==> src/rtl/timer_pwm_ctrl_pkg.sv <==
`default_nettype none
// ============================================================================
// Module      : timer_pwm_pkg
// Description : Shared constants and types for the timer/PWM controller:
//               register map, tick source / mode encodings, FSM states.
// Revision    : 1.0 - initial release
// ============================================================================
package timer_pwm_pkg;

    // Register map of the configuration bus
    localparam logic [2:0] ADDR_CTRL   = 3'd0;
    localparam logic [2:0] ADDR_TOP    = 3'd1;
    localparam logic [2:0] ADDR_CNTA   = 3'd2;
    localparam logic [2:0] ADDR_CNTB   = 3'd3;
    localparam logic [2:0] ADDR_PRESC  = 3'd4;
    localparam logic [2:0] ADDR_COMMIT = 3'd5;

    // Tick source selection
    typedef enum logic [1:0] {
        SRC_OFF  = 2'b00,
        SRC_CLK  = 2'b01,
        SRC_GPIO = 2'b10
    } src_t;

    // Datapath operating mode
    typedef enum logic [1:0] {
        MODE_NORMAL = 2'b00,
        MODE_FAST   = 2'b01,
        MODE_PHASE  = 2'b10
    } mode_t;

    // Commit sequencer states
    typedef enum logic [1:0] {
        RUN    = 2'b00,
        PEND   = 2'b01,
        RESYNC = 2'b10
    } state_t;

    // A commit needs a datapath resync when source or mode changes, or when
    // the timer is disabled (no period end would ever arrive to commit on).
    function automatic logic needs_resync(
        input logic [1:0] sh_src,
        input logic [1:0] sh_mode,
        input logic [1:0] act_src,
        input logic [1:0] act_mode
    );
        return (sh_src != act_src) || (sh_mode != act_mode) ||
               (act_src == SRC_OFF);
    endfunction

endpackage
`default_nettype wire

==> src/rtl/timer_pwm_ctrl_if.sv <==
`default_nettype none
// ============================================================================
// Module      : timer_pwm_ctrl_if
// Description : CPU-side configuration write channel (valid/ready).
// Revision    : 1.0 - initial release
// ============================================================================
interface timer_pwm_ctrl_if;

    logic        cfg_valid;
    logic        cfg_ready;
    logic [2:0]  cfg_addr;
    logic [31:0] cfg_wdata;

    // Bus side issuing writes
    modport master (
        output cfg_valid,
        output cfg_addr,
        output cfg_wdata,
        input  cfg_ready
    );

    // Controller side accepting writes
    modport slave (
        input  cfg_valid,
        input  cfg_addr,
        input  cfg_wdata,
        output cfg_ready
    );

endinterface
`default_nettype wire

==> src/rtl/timer_pwm_ctrl_tick_gen.sv <==
`default_nettype none
// ============================================================================
// Module      : timer_tick_gen
// Description : Timer tick source: CPU-clock prescaler or synchronised GPIO
//               rising edge. The tick output is combinational so the parent
//               can register the tick and the period compare in one cycle.
// Revision    : 1.0 - initial release
// ============================================================================
module timer_tick_gen
    import timer_pwm_pkg::*;
#(
    parameter int PRESC_W = 16
) (
    input  wire logic               clk,
    input  wire logic               reset,
    input  wire logic [1:0]         src,
    input  wire logic [PRESC_W-1:0] presc,
    input  wire logic               clr,
    input  wire logic               gpio_in,
    output logic                    tick
);

    logic [PRESC_W-1:0] presc_cnt;
    logic               sync1;
    logic               sync2;
    logic               edge_q;
    logic               presc_wrap;

    assign presc_wrap = (presc_cnt == presc);

    // Prescaler counts 0..presc, held at zero whenever it is not the source
    always_ff @(posedge clk or negedge reset) begin
        if (!reset) begin
            presc_cnt <= '0;
        end else if (clr || (src != SRC_CLK) || presc_wrap) begin
            presc_cnt <= '0;
        end else begin
            presc_cnt <= presc_cnt + PRESC_W'(1);
        end
    end

    // Two-flop synchroniser for the asynchronous pin plus the edge history flop
    always_ff @(posedge clk or negedge reset) begin
        if (!reset) begin
            sync1  <= 1'b0;
            sync2  <= 1'b0;
            edge_q <= 1'b0;
        end else begin
            sync1  <= gpio_in;
            sync2  <= sync1;
            edge_q <= clr ? 1'b0 : sync2;
        end
    end

    // Source mux; everything is silenced while the datapath is resyncing
    always_comb begin
        tick = 1'b0;
        if (!clr) begin
            case (src)
                SRC_CLK:  tick = presc_wrap;
                SRC_GPIO: tick = sync2 & ~edge_q;
                default:  tick = 1'b0;
            endcase
        end
    end

endmodule
`default_nettype wire

==> src/rtl/timer_pwm_ctrl.sv <==
`default_nettype none
// ============================================================================
// Module      : timer_pwm_ctrl
// Description : Configuration and sequencing controller for the timer/PWM
//               datapath. Bus writes land in shadow registers; a COMMIT
//               either applies them at the next period end (same source and
//               mode) or through a short datapath reset (resync).
// Revision    : 1.0 - initial release
// ============================================================================
module timer_pwm_ctrl
    import timer_pwm_pkg::*;
#(
    parameter logic [31:0] TOP_RST    = 32'h0000FFFF,
    parameter int          PRESC_W    = 16,
    parameter int          RST_CYCLES = 2
) (
    input  wire logic        clk,
    input  wire logic        reset,
    timer_pwm_ctrl_if.slave  cfg,
    input  wire logic        gpio_in,
    output logic [1:0]       TMR_SRC,
    output logic [1:0]       TMR_MODE,
    output logic [31:0]      TIMER_TOP,
    output logic [31:0]      PWM_CNTA,
    output logic [31:0]      PWM_CNTB,
    output logic             dp_reset,
    output logic             tmr_tick,
    output logic             update_evt,
    output logic             busy
);

    localparam int RS_W = (RST_CYCLES > 1) ? $clog2(RST_CYCLES) : 1;
    localparam logic [RS_W-1:0] RS_LAST = RS_W'(RST_CYCLES - 1);

    state_t             state;
    state_t             next_state;

    logic [1:0]         sh_src;
    logic [1:0]         sh_mode;
    logic [31:0]        sh_top;
    logic [31:0]        sh_cnta;
    logic [31:0]        sh_cntb;
    logic [PRESC_W-1:0] sh_presc;
    logic [PRESC_W-1:0] act_presc;

    logic [31:0]        period_cnt;
    logic [RS_W-1:0]    rs_cnt;

    logic               wr_en;
    logic               commit_req;
    logic               need_resync;
    logic               rs_done;
    logic               enter_resync;
    logic               resync_go;
    logic               pend_commit;
    logic               tick_raw;

    assign wr_en        = cfg.cfg_valid && cfg.cfg_ready;
    assign commit_req   = wr_en && (cfg.cfg_addr == ADDR_COMMIT);
    assign need_resync  = needs_resync(sh_src, sh_mode, TMR_SRC, TMR_MODE);
    assign rs_done      = (rs_cnt == RS_LAST);
    assign enter_resync = (state == PEND) && need_resync;
    // High on the entry edge and every resync cycle except the last one;
    // drives dp_reset, tick suppression and counter clearing.
    assign resync_go    = enter_resync || ((state == RESYNC) && !rs_done);
    assign pend_commit  = (state == PEND) && !need_resync && update_evt;

    timer_tick_gen #(
        .PRESC_W (PRESC_W)
    ) u_tick_gen (
        .clk     (clk),
        .reset   (reset),
        .src     (TMR_SRC),
        .presc   (act_presc),
        .clr     (resync_go),
        .gpio_in (gpio_in),
        .tick    (tick_raw)
    );

    // FSM state register
    always_ff @(posedge clk or negedge reset) begin
        if (!reset) begin
            state <= RUN;
        end else begin
            state <= next_state;
        end
    end

    // FSM next-state logic
    always_comb begin
        next_state = state;
        case (state)
            RUN: begin
                if (commit_req) begin
                    next_state = PEND;
                end
            end
            PEND: begin
                if (need_resync) begin
                    next_state = RESYNC;
                end else if (update_evt) begin
                    next_state = RUN;
                end
            end
            RESYNC: begin
                if (rs_done) begin
                    next_state = RUN;
                end
            end
            default: next_state = RUN;
        endcase
    end

    // Shadow registers written from the bus (COMMIT and 6-7 store nothing)
    always_ff @(posedge clk or negedge reset) begin
        if (!reset) begin
            sh_src   <= SRC_OFF;
            sh_mode  <= MODE_NORMAL;
            sh_top   <= TOP_RST;
            sh_cnta  <= '0;
            sh_cntb  <= '0;
            sh_presc <= '0;
        end else if (wr_en) begin
            case (cfg.cfg_addr)
                ADDR_CTRL: begin
                    sh_src  <= cfg.cfg_wdata[1:0];
                    sh_mode <= cfg.cfg_wdata[3:2];
                end
                ADDR_TOP:   sh_top   <= cfg.cfg_wdata;
                ADDR_CNTA:  sh_cnta  <= cfg.cfg_wdata;
                ADDR_CNTB:  sh_cntb  <= cfg.cfg_wdata;
                ADDR_PRESC: sh_presc <= cfg.cfg_wdata[PRESC_W-1:0];
                default: ;
            endcase
        end
    end

    // Active registers: full load on resync, compare values only at period end
    always_ff @(posedge clk or negedge reset) begin
        if (!reset) begin
            TMR_SRC   <= SRC_OFF;
            TMR_MODE  <= MODE_NORMAL;
            TIMER_TOP <= TOP_RST;
            PWM_CNTA  <= '0;
            PWM_CNTB  <= '0;
            act_presc <= '0;
        end else if (enter_resync) begin
            TMR_SRC   <= sh_src;
            TMR_MODE  <= sh_mode;
            TIMER_TOP <= sh_top;
            PWM_CNTA  <= sh_cnta;
            PWM_CNTB  <= sh_cntb;
            act_presc <= sh_presc;
        end else if (pend_commit) begin
            TIMER_TOP <= sh_top;
            PWM_CNTA  <= sh_cnta;
            PWM_CNTB  <= sh_cntb;
        end
    end

    // Resync length counter
    always_ff @(posedge clk or negedge reset) begin
        if (!reset) begin
            rs_cnt <= '0;
        end else if (enter_resync) begin
            rs_cnt <= '0;
        end else if ((state == RESYNC) && !rs_done) begin
            rs_cnt <= rs_cnt + RS_W'(1);
        end
    end

    // Period tracker; tick and period-end pulses registered together
    always_ff @(posedge clk or negedge reset) begin
        if (!reset) begin
            period_cnt <= '0;
            tmr_tick   <= 1'b0;
            update_evt <= 1'b0;
        end else if (resync_go) begin
            period_cnt <= '0;
            tmr_tick   <= 1'b0;
            update_evt <= 1'b0;
        end else begin
            tmr_tick   <= tick_raw;
            update_evt <= tick_raw && (period_cnt == TIMER_TOP);
            if (tick_raw) begin
                period_cnt <= (period_cnt == TIMER_TOP) ? 32'd0
                                                        : period_cnt + 32'd1;
            end
        end
    end

    // Status outputs follow the state being entered so they align with it
    always_ff @(posedge clk or negedge reset) begin
        if (!reset) begin
            busy          <= 1'b0;
            cfg.cfg_ready <= 1'b1;
            dp_reset      <= 1'b0;
        end else begin
            busy          <= (next_state != RUN);
            cfg.cfg_ready <= (next_state == RUN);
            dp_reset      <= resync_go;
        end
    end

endmodule
`default_nettype wire

==> src/flat_wrapper.sv <==
// flat-port wrapper written by rule: the top's interface ports become plain ports
module timer_pwm_ctrl_flat import timer_pwm_pkg::*;
#(
    parameter logic [31:0] TOP_RST    = 32'h0000FFFF,
    parameter int          PRESC_W    = 16,
    parameter int          RST_CYCLES = 2
)
  (clk, reset, gpio_in, TMR_SRC, TMR_MODE, TIMER_TOP, PWM_CNTA, PWM_CNTB, dp_reset, tmr_tick, update_evt, busy, cfg_cfg_valid, cfg_cfg_addr, cfg_cfg_wdata, cfg_cfg_ready);
  timer_pwm_ctrl_if cfg_i ();
  input  wire logic clk;
  input  wire logic reset;
  input  wire logic gpio_in;
  output logic [1:0] TMR_SRC;
  output logic [1:0] TMR_MODE;
  output logic [31:0] TIMER_TOP;
  output logic [31:0] PWM_CNTA;
  output logic [31:0] PWM_CNTB;
  output logic dp_reset;
  output logic tmr_tick;
  output logic update_evt;
  output logic busy;
  input wire logic [$bits(cfg_i.cfg_valid)-1:0] cfg_cfg_valid;
  input wire logic [$bits(cfg_i.cfg_addr)-1:0] cfg_cfg_addr;
  input wire logic [$bits(cfg_i.cfg_wdata)-1:0] cfg_cfg_wdata;
  output wire logic [$bits(cfg_i.cfg_ready)-1:0] cfg_cfg_ready;
  assign cfg_i.cfg_valid = cfg_cfg_valid;
  assign cfg_i.cfg_addr = cfg_cfg_addr;
  assign cfg_i.cfg_wdata = cfg_cfg_wdata;
  assign cfg_cfg_ready = cfg_i.cfg_ready;
  timer_pwm_ctrl #(.TOP_RST(TOP_RST), .PRESC_W(PRESC_W), .RST_CYCLES(RST_CYCLES)) u_core (.clk(clk), .reset(reset), .cfg(cfg_i), .gpio_in(gpio_in), .TMR_SRC(TMR_SRC), .TMR_MODE(TMR_MODE), .TIMER_TOP(TIMER_TOP), .PWM_CNTA(PWM_CNTA), .PWM_CNTB(PWM_CNTB), .dp_reset(dp_reset), .tmr_tick(tmr_tick), .update_evt(update_evt), .busy(busy));
endmodule
==> config.mk <==
export PLATFORM = sky130hd
export DESIGN_NAME = timer_pwm_ctrl_flat
export DESIGN_NICKNAME = d
export VERILOG_FILES = /design/src/rtl/timer_pwm_ctrl_pkg.sv /design/src/rtl/timer_pwm_ctrl_if.sv /design/src/rtl/timer_pwm_ctrl_tick_gen.sv /design/src/rtl/timer_pwm_ctrl.sv /design/src/flat_wrapper.sv
export SDC_FILE = /design/constraint.sdc
export NUM_CORES = 1
export LEC_CHECK = 0
export BUFFER_PORTS_ARGS = -buffer_cell sky130_fd_sc_hd__buf_4
export CAP_MARGIN = 20
export CORE_MARGIN = 5
export CORE_UTILIZATION = 60
export CTS_BUF_LIST = sky130_fd_sc_hd__clkbuf_8
export CTS_CLUSTER_DIAMETER = 40
export CTS_CLUSTER_SIZE = 20
export DETAILED_ROUTE_END_ITERATION = 6
export PLACE_DENSITY = 0.82
export REMOVE_ABC_BUFFERS = 1
export SETUP_SLACK_MARGIN = 0.1
export SLEW_MARGIN = 20
export SYNTH_ARGS = -nofsm -noshare
export SYNTH_HDL_FRONTEND = slang
export SYNTH_SLANG_ARGS = --single-unit
export TNS_END_PERCENT = 10
==> constraint.sdc <==
create_clock -name clk -period 2.8 [get_ports clk]
set_input_delay 0.7 -clock clk [delete_from_list [all_inputs] [get_ports clk]]
set_output_delay 0.7 -clock clk [all_outputs]
set_load 0.01 [all_outputs]
==> out/metrics.yaml, run 1 <==
setup_path:
  cpMaxStageDelayCell: "dfstp_2"
  required_ns: 3.22
  worstPathMaxFanout: 17
  arrival_ns: 2.79
  critPathLaunchType: "register"
  worstPathCellList: "xnor2_1 -> nand4_1 -> nor4_1 -> and2_1 -> buf_12 -> o21ai_0 -> a32o_1"
  cp_top_family: "simple AND/OR/NAND/NOR gates"
  setup.worst_path.end_class: "register"
  critPathKind: "register to register"
  critPathMaxStageDelay_ns: 0.57
  worst-path-buf-inv: 1
logic_synthesis:
  synthArstFlopShare: 1.00
  syn_area_per_cell_um2: 13.7
  ys_seq_area_frac: 0.599
  ys_ff_latch: 291
  synth_most_common_cell: "dfrtp_1"
  yosys-top-cells-area: "dfrtp_1, mux2_2, dfstp_2"
  synth_common_cells: "dfrtp_1, mux2_2, xnor2_1"
  syn_inst: 893
  synth_top_area_cell: "dfrtp_1"
  yosys_warnings: 0
  syn_area_um2: 12200
  yosysUniqueCellTypes: 42
  synthFlopType: "dfrtp_1"
  yosys.area.top_type_share: 0.528
  synth_edf_count: 0
grt:
  antenna_found_initial: 0
  grt_use_total: 0.231
  grt_overflow_total: 0
  grt_pass1_vias: 8090
  grt_max_degree: 69
  grt_pass1_wl_mm: 44.1
route:
  vias_per_cell: 5.79
  drc: 0
  drt_iter0_markers: 523
  via_count: 7830
  finalWirelength_mm: 26.7
  first_pass_iters: 5
  drtAntennaViolNets: 0
  routedWlPerCell_um: 19.7
cts:
  cts.reportedPaths.clkPinSlew_ns: 0.08
  clock-sinks: 291
  htree_levels: 2
  clk_path_buf_depth: 3
  insertion_delay_ns: 0.54
  post_cts_buffers: 0
  cts_tree: "yes"
  cts_resized: 0
  root_buffer: "clkbuf_8"
  cts-buffers-inserted: 36
  cts-hold-fix-buffers: 0
sta:
  period_minus_slack_ns: 2.37
  max_freq_mhz: 422
  fin_tns_setup_ns: 0
  tightest_slew_ns: 0.692
  post-route-period-util: 0.846
  finalHoldViolCount: 0
  finalSetupViolCount: 0
  rsz0062_at_grt: "false"
  relSlewSlack: 0.538
  slew_viol_final: 0
  skew_ns: 0.0279
  fin_hold_ws_ns: 0.133
die:
  core-area_um2: 20200
  core.rowCount: 52
  fp.dieH_um: 153
  dieArea_um2: 23300
  ios: 144
  floorplan.initialDensity: 0.607
  die_w_um: 153
layout:
  fill_cells: 1370
  final_nets: 1101
  drive_gt1_frac: 0.462
  antenna_cells: 0
  area_delta_synth_final_pct: 19.6
power:
  leakage_nw: 6.41
  powerDensity_nw_per_um2: 961
  ir_drop_uv: 937
  total_power_mw: 14.1
job:
  maxCapViolCount: 0
placed_design:
  hpwlAfterDp_mm: 17.9
  place.port_buffers: 143
  gp_routability_congestion: 0.859
status:
  status: "finished clean"
min_path:
  hold_path_class: "input pin to asynchronous set/reset pin"
## per-layer routing
| metal | vias up | global-route usage | part of all wire |
|---|---|---|---|
| li1 | 3550 | - | - |
| met1 | 4007 | 0.335 | 0.44 |
| met2 | 245 | 0.366 | 0.48 |
| met3 | 28 | 0.0534 | 0.061 |
| met4 | 0 | 0.0450 | 0.013 |
| met5 | - | 0 | 0 |
## cell type report
cell class | instances | area (um^2) | area share
flip-flops and latches | 291 | 7320 | 0.500
multi-input cells | 550 | 4720 | 0.322
repair buffers | 168 | 1380 | 0.0944
clock buffers | 41 | 564 | 0.0386
well taps | 270 | 338 | 0.0231
clock inverters | 22 | 270 | 0.0185
inverters | 10 | 37.5 | 0.00257
## state kept, by name (all words and copies together), names as in the netlist, 32 cells and up
name / cells
u_core.TIMER_TOP: 32
u_core.PWM_CNTA: 32
u_core.PWM_CNTB: 32
u_core.sh_top: 32
u_core.sh_cnta: 32
u_core.period_cnt: 32
u_core.sh_cntb: 32
## final timing paths
path                            slack, ns                      end  cells past startpoint                    start
worst max-delay path                 0.43    u_core.period_cnt[25]                      7      u_core.TIMER_TOP[9]
worst min-delay path                 0.13      u_core.PWM_CNTA[14]                      1                    reset
worst max register to register       0.43    u_core.period_cnt[25]                      7      u_core.TIMER_TOP[9]
worst min register to register       0.35  u_core.u_tick_gen.sync2                      0  u_core.u_tick_gen.sync1
max in group asynchronous            1.81       u_core.sh_cntb[17]                      2                    reset
min in group clk                     0.29  u_core.u_tick_gen.sync1                      1                  gpio_in
## stage by stage
step	worst slack, ns	cell area [um^2]	std cells	util
after CTS	0.420	14600	1352	0.725
after global routing	0.268	14600	1352	0.725
final	0.432	14600	1352	0.725
after detailed placement	0.450	13800	1289	0.684
after global placement	0.514	13800	1289	0.684
after floorplan	-3.25	12000	851	-
## layout by cell type, fill, tap and decap left out, drive strengths merged, types with 5 or more instances in the layout
master | Yosys | final
a21boi | 10 | 10
a32o | 19 | 19
and2 | 7 | 7
and3 | 12 | 12
buf | 19 | 168
bufinv | 0 | 5
clkbuf | 23 | 41
clkinv | 0 | 6
dfrtp | 258 | 258
dfstp | 33 | 33
ha | 5 | 5
inv | 10 | 17
mux2 | 230 | 230
nand2 | 31 | 31
nand3 | 19 | 19
nand4 | 19 | 19
nor2 | 39 | 39
nor3b | 9 | 9
nor4 | 19 | 19
o21ai | 24 | 24
o22ai | 10 | 10
or3 | 11 | 11
xnor2 | 41 | 41
xor2 | 25 | 25
## report_power, final
group	leakage, nW	switching (mW)	total, mW	internal, mW
logic	2.39	1.64	3.91	2.28
registers	3.59	0.979	6.69	5.71
clock network	0.426	1.60	3.46	1.86
total	6.41	4.21	14.1	9.85
## worst register-to-register path, stage by stage (launching register included)
cell and delay [ns]:
dfstp_2 0.57, xnor2_1 0.14, nand4_1 0.15, nor4_1 0.44, and2_1 0.35, buf_12 0.19, o21ai_0 0.14, a32o_1 0.29
## cell families after synthesis
family / synth area share
and+or+nand+nor: 0.0773
muxes: 0.212
xor gates and xnor gates: 0.0473
buffers and inverters: 0.0182
AOI/OAI and AO/OA: 0.0417
adders and majority gates: 0.00511
DFF: 0.599
Note: power is estimated with default switching activity, not from simulation.
==> inputs of run 2 (changes only) <==
--- a/config.mk
+++ b/config.mk
@@ -5,15 +5,16 @@
 export SDC_FILE = /design/constraint.sdc
 export NUM_CORES = 1
 export LEC_CHECK = 0
+export ABC_AREA = 1
 export BUFFER_PORTS_ARGS = -buffer_cell sky130_fd_sc_hd__buf_4
 export CAP_MARGIN = 20
 export CORE_MARGIN = 5
-export CORE_UTILIZATION = 60
+export CORE_UTILIZATION = 55
 export CTS_BUF_LIST = sky130_fd_sc_hd__clkbuf_8
 export CTS_CLUSTER_DIAMETER = 40
 export CTS_CLUSTER_SIZE = 20
 export DETAILED_ROUTE_END_ITERATION = 6
-export PLACE_DENSITY = 0.82
+export PLACE_DENSITY = 0.78
 export REMOVE_ABC_BUFFERS = 1
 export SETUP_SLACK_MARGIN = 0.1
 export SLEW_MARGIN = 20
==> constraint.sdc (replaced) <==
create_clock -name clk -period 2 [get_ports clk]
set_input_delay 0.5 -clock clk [delete_from_list [all_inputs] [get_ports clk]]
set_output_delay 0.5 -clock clk [all_outputs]
set_load 0.01 [all_outputs]
==> run 2 against run 1 <==
- non-clock buffer count up 33
- routed wire length rose by 36%
- clock-buffer cell count did not move
- clock skew grew 0.014 ns
- highest routed layer unchanged
- largest cell class unchanged
==> out/metrics.yaml, run 2 <==
status:
  status: "finished clean"
power:
  total_power_mw: 21.8
  powerDensity_nw_per_um2: 1340
  internal-power_mw: 13.8
  clock_power_share: 0.246
  leakage_nw: 8.39
  pwr-share-seq: 0.434
  netSwitchingFraction: 0.369
  p_switching_mw: 8.06
  combPwrFrac: 0.320
  ir_drop_uv: 821
logic_synthesis:
  synthArstFlopShare: 1.00
  syn_inst: 1646
  synthFlopType: "dfrtp_1"
  ys_ff_latch: 291
  syn_area_per_cell_um2: 8.09
  yosysUniqueCellTypes: 32
  synth_edf_count: 0
  synth_top_area_cell: "dfrtp_1"
  synth_common_cells: "nand2_1, dfrtp_1, nand3_1, o21ai_0, inv_1"
  syn_area_um2: 13300
  yosys_warnings: 0
  yosys-top-cells-area: "dfrtp_1, nand2_1, dfstp_2"
  yosys.area.top_type_share: 0.485
  synth_most_common_cell: "nand2_1"
  ys_seq_area_frac: 0.550
sta:
  relSlewSlack: 0.545
  post-route-period-util: 0.966
  finalHoldViolCount: 0
  rsz0062_at_grt: "true"
  finalSetupViolCount: 0
  max_freq_mhz: 518
  skew_ns: 0.0418
  period_minus_slack_ns: 1.93
  slew_viol_final: 0
  tightest_slew_ns: 0.683
setup_path:
  arrival_ns: 2.43
  timing.rr.start: "u_core.TMR_SRC[0]"
  critPathMaxStageDelay_ns: 0.39
  worstPathCellList: "buf_4 -> nand2_1 -> o21ai_1 -> a21oi_1 -> nand3_2 -> or2_4 -> nand2_8 -> clkbuf_16 -> nand2_1 -> nand2_1"
  critPathCapture: "u_core.PWM_CNTB[13]"
  setup.worst_path.end_class: "register"
  critPathLaunchType: "register"
  r2r_end: "u_core.PWM_CNTB[13]"
  ff2ff_setup_slack_ns: 0.07
  reg2reg_depth: 10
  required_ns: 2.50
  cpMaxStageDelayCell: "dfrtp_1"
  crit_start: "u_core.TMR_SRC[0]"
  critPathKind: "register to register"
  path_common_cell: "nand2_1"
  worstPathMaxFanout: 6
grt:
  grt_max_degree: 78
  antenna_found_initial: 0
  grt_pass1_wl_mm: 56.7
  grt_pass1_vias: 11200
  grt_overflow_total: 0
  grt_use_total: 0.246
die:
  core.rowCount: 57
  die_w_um: 166
  core-area_um2: 24100
  fp.dieH_um: 166
  ios: 144
  dieArea_um2: 27400
  floorplan.initialDensity: 0.552
route:
  vias_per_cell: 5.33
  drc: 0
  drtAntennaViolNets: 0
  drt_iter0_markers: 1000
  first_pass_iters: 6
  finalWirelength_mm: 36.4
  routedWlPerCell_um: 16.8
  via_count: 11600
cts:
  cts.reportedPaths.clkPinSlew_ns: 0.08
  cts_tree: "yes"
  insertion_delay_ns: 0.58
  clock-sinks: 291
  root_buffer: "clkbuf_8"
  htree_levels: 2
  cts-buffers-inserted: 39
  clk_path_buf_depth: 3
layout:
  fill_cells: 1964
  multi_input_area_um2: 5210
  fin_area_um2: 16300
  mostFrequentLayoutCell: "nand2_1"
  final_nets: 1860
  drive_gt1_frac: 0.185
  area_delta_synth_final_pct: 22.2
  regArea_um2: 7330
  antenna_cells: 0
  layout_common_cells: "nand2_1, dfrtp_1, buf_4"
min_path:
  hold_path_class: "input pin to register"
placed_design:
  dpl_cell_area_um2: 14900
  gp_routability_congestion: 1.01
  place.port_buffers: 143
  hpwlAfterDp_mm: 23.0
job:
  maxCapViolCount: 0
==> run 2: cell count changes after synthesis, moves of 12 or more <==
cell / previous run / this run
xnor2_1: 41 / 26
a32o_1: 19 / 0
nand3_1: 19 / 139
nand4_1: 19 / 7
nor4_1: 18 / 1
mux2_2: 230 / 0
nand2_1: 31 / 636
nor2_1: 38 / 115
nor3_1: 2 / 22
inv_1: 9 / 136
o21ai_0: 23 / 139
buf_6: 0 / 12
and3_1: 12 / 0
==> run 2: metrics by stage <==
step	std cells	worst slack (ns)	hold WS [ns]	util	TNS, ns
2_1_floorplan	1570	-2.59	0.204	-	-323.25
3_3_place_gp	2081	0.124	0.337	0.618	0
3_5_place_dp	2081	0.0561	0.342	0.618	0
4_1_cts	2154	0.0594	0.0345	0.658	0
5_1_grt	2171	-0.00523	0.0402	0.675	-0.00523
6_report	2171	0.0685	0.0530	0.675	0
==> run 2: kinds of logic (layout without fill, tap and decap cells) <==
kind of cell / after synthesis / in the layout / share of synthesized area
buffers and inverters: 216 / 413 / 0.0705
adders and majority gates: 5 / 5 / 0.00470
DFF: 291 / 291 / 0.550
xor gates and xnor gates: 49 / 49 / 0.0322
and+or+nand+nor: 930 / 934 / 0.282
AOI/OAI and AO/OA: 155 / 155 / 0.0608
==> run 2: area by class of cell <==
cell class,count,area share
Tap cell,324,0.0249
Clock buffer,41,0.0347
Inverter,140,0.0331
Clock inverter,31,0.0236
Multi-Input combinational cell,1143,0.320
Timing Repair Buffer,201,0.113
Sequential cell,291,0.450
==> run 2: timing repair <==
| item | in CTS | in global routing |
|---|---|---|
| cloned | 0 | 11 |
| pin swaps | 0 | 7 |
| setup buffers | 0 | 6 |
| resized for setup | 1 | 49 |
| endpoints found under the hold margin | 24 | 0 |
| hold buffers | 1 | 0 |
| setup endpoints to repair | 20 | 151 |
==> run 2: per-layer routing <==
metal	global-route usage	vias up	share of wire
li1	-	5487	-
met1	0.349	5547	0.42
met2	0.399	461	0.48
met3	0.0393	69	0.074
met4	0.0664	0	0.025
met5	0	-	0
==> run 2: how the worst min path moves through the flow <==
stage                                  from                 endpoint  slack, ns  depth (start not counted)
floorplan                             reset       u_core.PWM_CNTA[0]       0.20                          0
global placement    u_core.u_tick_gen.sync1  u_core.u_tick_gen.sync2       0.34                          0
detailed placement  u_core.u_tick_gen.sync1  u_core.u_tick_gen.sync2       0.34                          0
CTS                                 gpio_in  u_core.u_tick_gen.sync1       0.03                          1
global route                        gpio_in  u_core.u_tick_gen.sync1       0.04                          1
finish                              gpio_in  u_core.u_tick_gen.sync1       0.05                          1
==> run 2: power groups by stage <==
stage | registers (mW) | logic (mW) | clock network, mW
global route | 9.69 | 7.72 | 5.75
finish | 9.47 | 6.99 | 5.37
detailed placement | 9.50 | 6.51 | 0
global placement | 9.47 | 6.29 | 0
CTS | 9.42 | 6.54 | 5.46
floorplan | 9.67 | 2.89 | 0
==> run 2: critical path: cells and delay by family, from the launching register on <==
family | cells | cell delay [ns]
and+or+nand+nor | 6 | 0.89
AOI/OAI and AO/OA | 2 | 0.25
buffers and inverters | 2 | 0.35
DFF | 1 | 0.39
==> inputs of run 3 (changes only) <==
--- a/config.mk
+++ b/config.mk
@@ -15,7 +15,6 @@
 export CTS_CLUSTER_SIZE = 20
 export DETAILED_ROUTE_END_ITERATION = 6
 export PLACE_DENSITY = 0.78
-export REMOVE_ABC_BUFFERS = 1
 export SETUP_SLACK_MARGIN = 0.1
 export SLEW_MARGIN = 20
 export SYNTH_ARGS = -nofsm -noshare
==> run 3 against run 2 <==
- via count is 1.3% higher
- highest routed layer unchanged
- clock-buffer cell count is 1 lower
- design area is 0.15% higher
- critical path type unchanged
==> out/metrics.yaml, run 3 (same netlist as run 2, synthesis figures left out) <==
setup_path:
  required_ns: 2.44
  critPathKind: "register to register"
  worstPathMaxFanout: 26
  arrival_ns: 2.35
  setup.worst_path.end_class: "register"
  critPathLaunchType: "register"
grt:
  grt_pass1_vias: 11200
  antenna_found_initial: 0
  grt_overflow_total: 0
  grt_pass1_wl_mm: 57.7
  grt_use_total: 0.252
  grt_max_degree: 73
placed_design:
  dp_slack_ns: 0.0257
  gp_routability_congestion: 0.913
  dp.cells: 2071
  dpl_cell_area_um2: 14800
  place.port_buffers: 143
  hpwlAfterDp_mm: 23.6
sta:
  tightest_slew_ns: 0.597
  fin_tns_setup_ns: 0
  skew_ns: 0.0447
  slew_viol_final: 0
  max_freq_mhz: 525
  fin_hold_ws_ns: 0.0743
  relSlewSlack: 0.602
  finalHoldViolCount: 0
  period_minus_slack_ns: 1.91
  rsz0062_at_grt: "true"
  finalSetupViolCount: 0
  finalWorstSetupSlack_ns: 0.0949
  post-route-period-util: 0.953
route:
  routedWlPerCell_um: 17.2
  wl_met2_mm: 17.6
  via_count: 11700
  dr_wl_met3_mm: 3.06
  wl_met1_mm: 15.3
  first_pass_iters: 5
  drt_iter0_markers: 1186
  drc: 0
  drtAntennaViolNets: 0
  maxUsedRoutingLayer: "met4"
  finalWirelength_mm: 37.2
  vias_per_cell: 5.41
logic_synthesis:
  syn_nets: 1690
power:
  total_power_mw: 21.9
  powerDensity_nw_per_um2: 1340
  leakage_nw: 8.37
  ir_drop_uv: 1050
cts:
  cts-buffers-inserted: 39
  insertion_delay_ns: 0.56
  clk_path_buf_depth: 3
  htree_levels: 2
  root_buffer: "clkbuf_8"
  clock-sinks: 291
  cts.reportedPaths.clkPinSlew_ns: 0.09
  cts_tree: "yes"
min_path:
  hold_path_class: "input pin to register"
layout:
  area_delta_synth_final_pct: 22.3
  layout_common_cells: "nand2_1, dfrtp_1, buf_4"
  final_nets: 1857
  antenna_cells: 0
  fin_area_um2: 16300
  mostFrequentLayoutCell: "nand2_1"
  stdcell_count: 2166
  fin_util: 0.676
  drive_gt1_frac: 0.184
die:
  die_w_um: 166
  fp.dieH_um: 166
  core-area_um2: 24100
  core.rowCount: 57
  dieArea_um2: 27400
  ios: 144
  floorplan.initialDensity: 0.552
job:
  maxCapViolCount: 0
status:
  status: "finished clean"
run 3: changes by cell type in the layout (fill, tap and decap cells not counted), sizes merged:
cell	change
buf	-6
bufinv	+1
clkbuf	+1
clkinv	+9
clkinvlp	+2
inv	-13
nand2	+1
run 3: per-layer routing:
layer,vias to the layer above,GRT usage
met5,-,0
met3,98,0.0541
met4,0,0.0850
met2,518,0.399
met1,5613,0.351
li1,5489,-
run 3: path summary, 6_finish.rpt:
path | slack, ns | endpoint | startpoint | depth (start not counted)
max | 0.09 | u_core.PWM_CNTA[2] | u_core.TMR_SRC[1] | 9
min in group asynchronous | 0.41 | u_core.sh_cntb[9] | reset | 2
min | 0.07 | u_core.u_tick_gen.sync1 | gpio_in | 1
max reg2reg | 0.09 | u_core.PWM_CNTA[2] | u_core.TMR_SRC[1] | 9
min reg2reg | 0.36 | u_core.u_tick_gen.sync2 | u_core.u_tick_gen.sync1 | 0
max in group asynchronous | 0.84 | u_core.TIMER_TOP[27] | reset | 3
run 3: where the power goes:
part           leakage, nW  switching (mW)  internal, mW  total [mW]
logic                 4.23            3.78          3.15        6.93
registers             3.68            1.62          8.03        9.65
clock network        0.465            2.68          2.61        5.29
run 3: cell type report:
cell class                 count  area, um^2
clock buffer                  40         551
clock inverter                30         384
fill                        1928        7810
inverter                     140         531
multi-input combinational   1144        5200
sequential                   291        7330
tap                          324         405
timing repair buffer         197        1890
run 3: critical path, stage by stage (launching register included):
cell,delay (ns)
dfrtp_1,0.39
inv_2,0.09
buf_4,0.11
o22ai_1,0.09
nor2_1,0.18
nand3_2,0.15
or2_4,0.39
buf_6,0.22
nand3_1,0.12
nand2_1,0.06
run 3: repair_timing:
action,4_1_cts,5_1_grt
cloned,2,15
pin swaps,1,5
hold endpoints to repair,21,0
setup endpoints to repair,133,147
resized for setup,6,40
hold buffers,1,0
buffers inserted,0,7
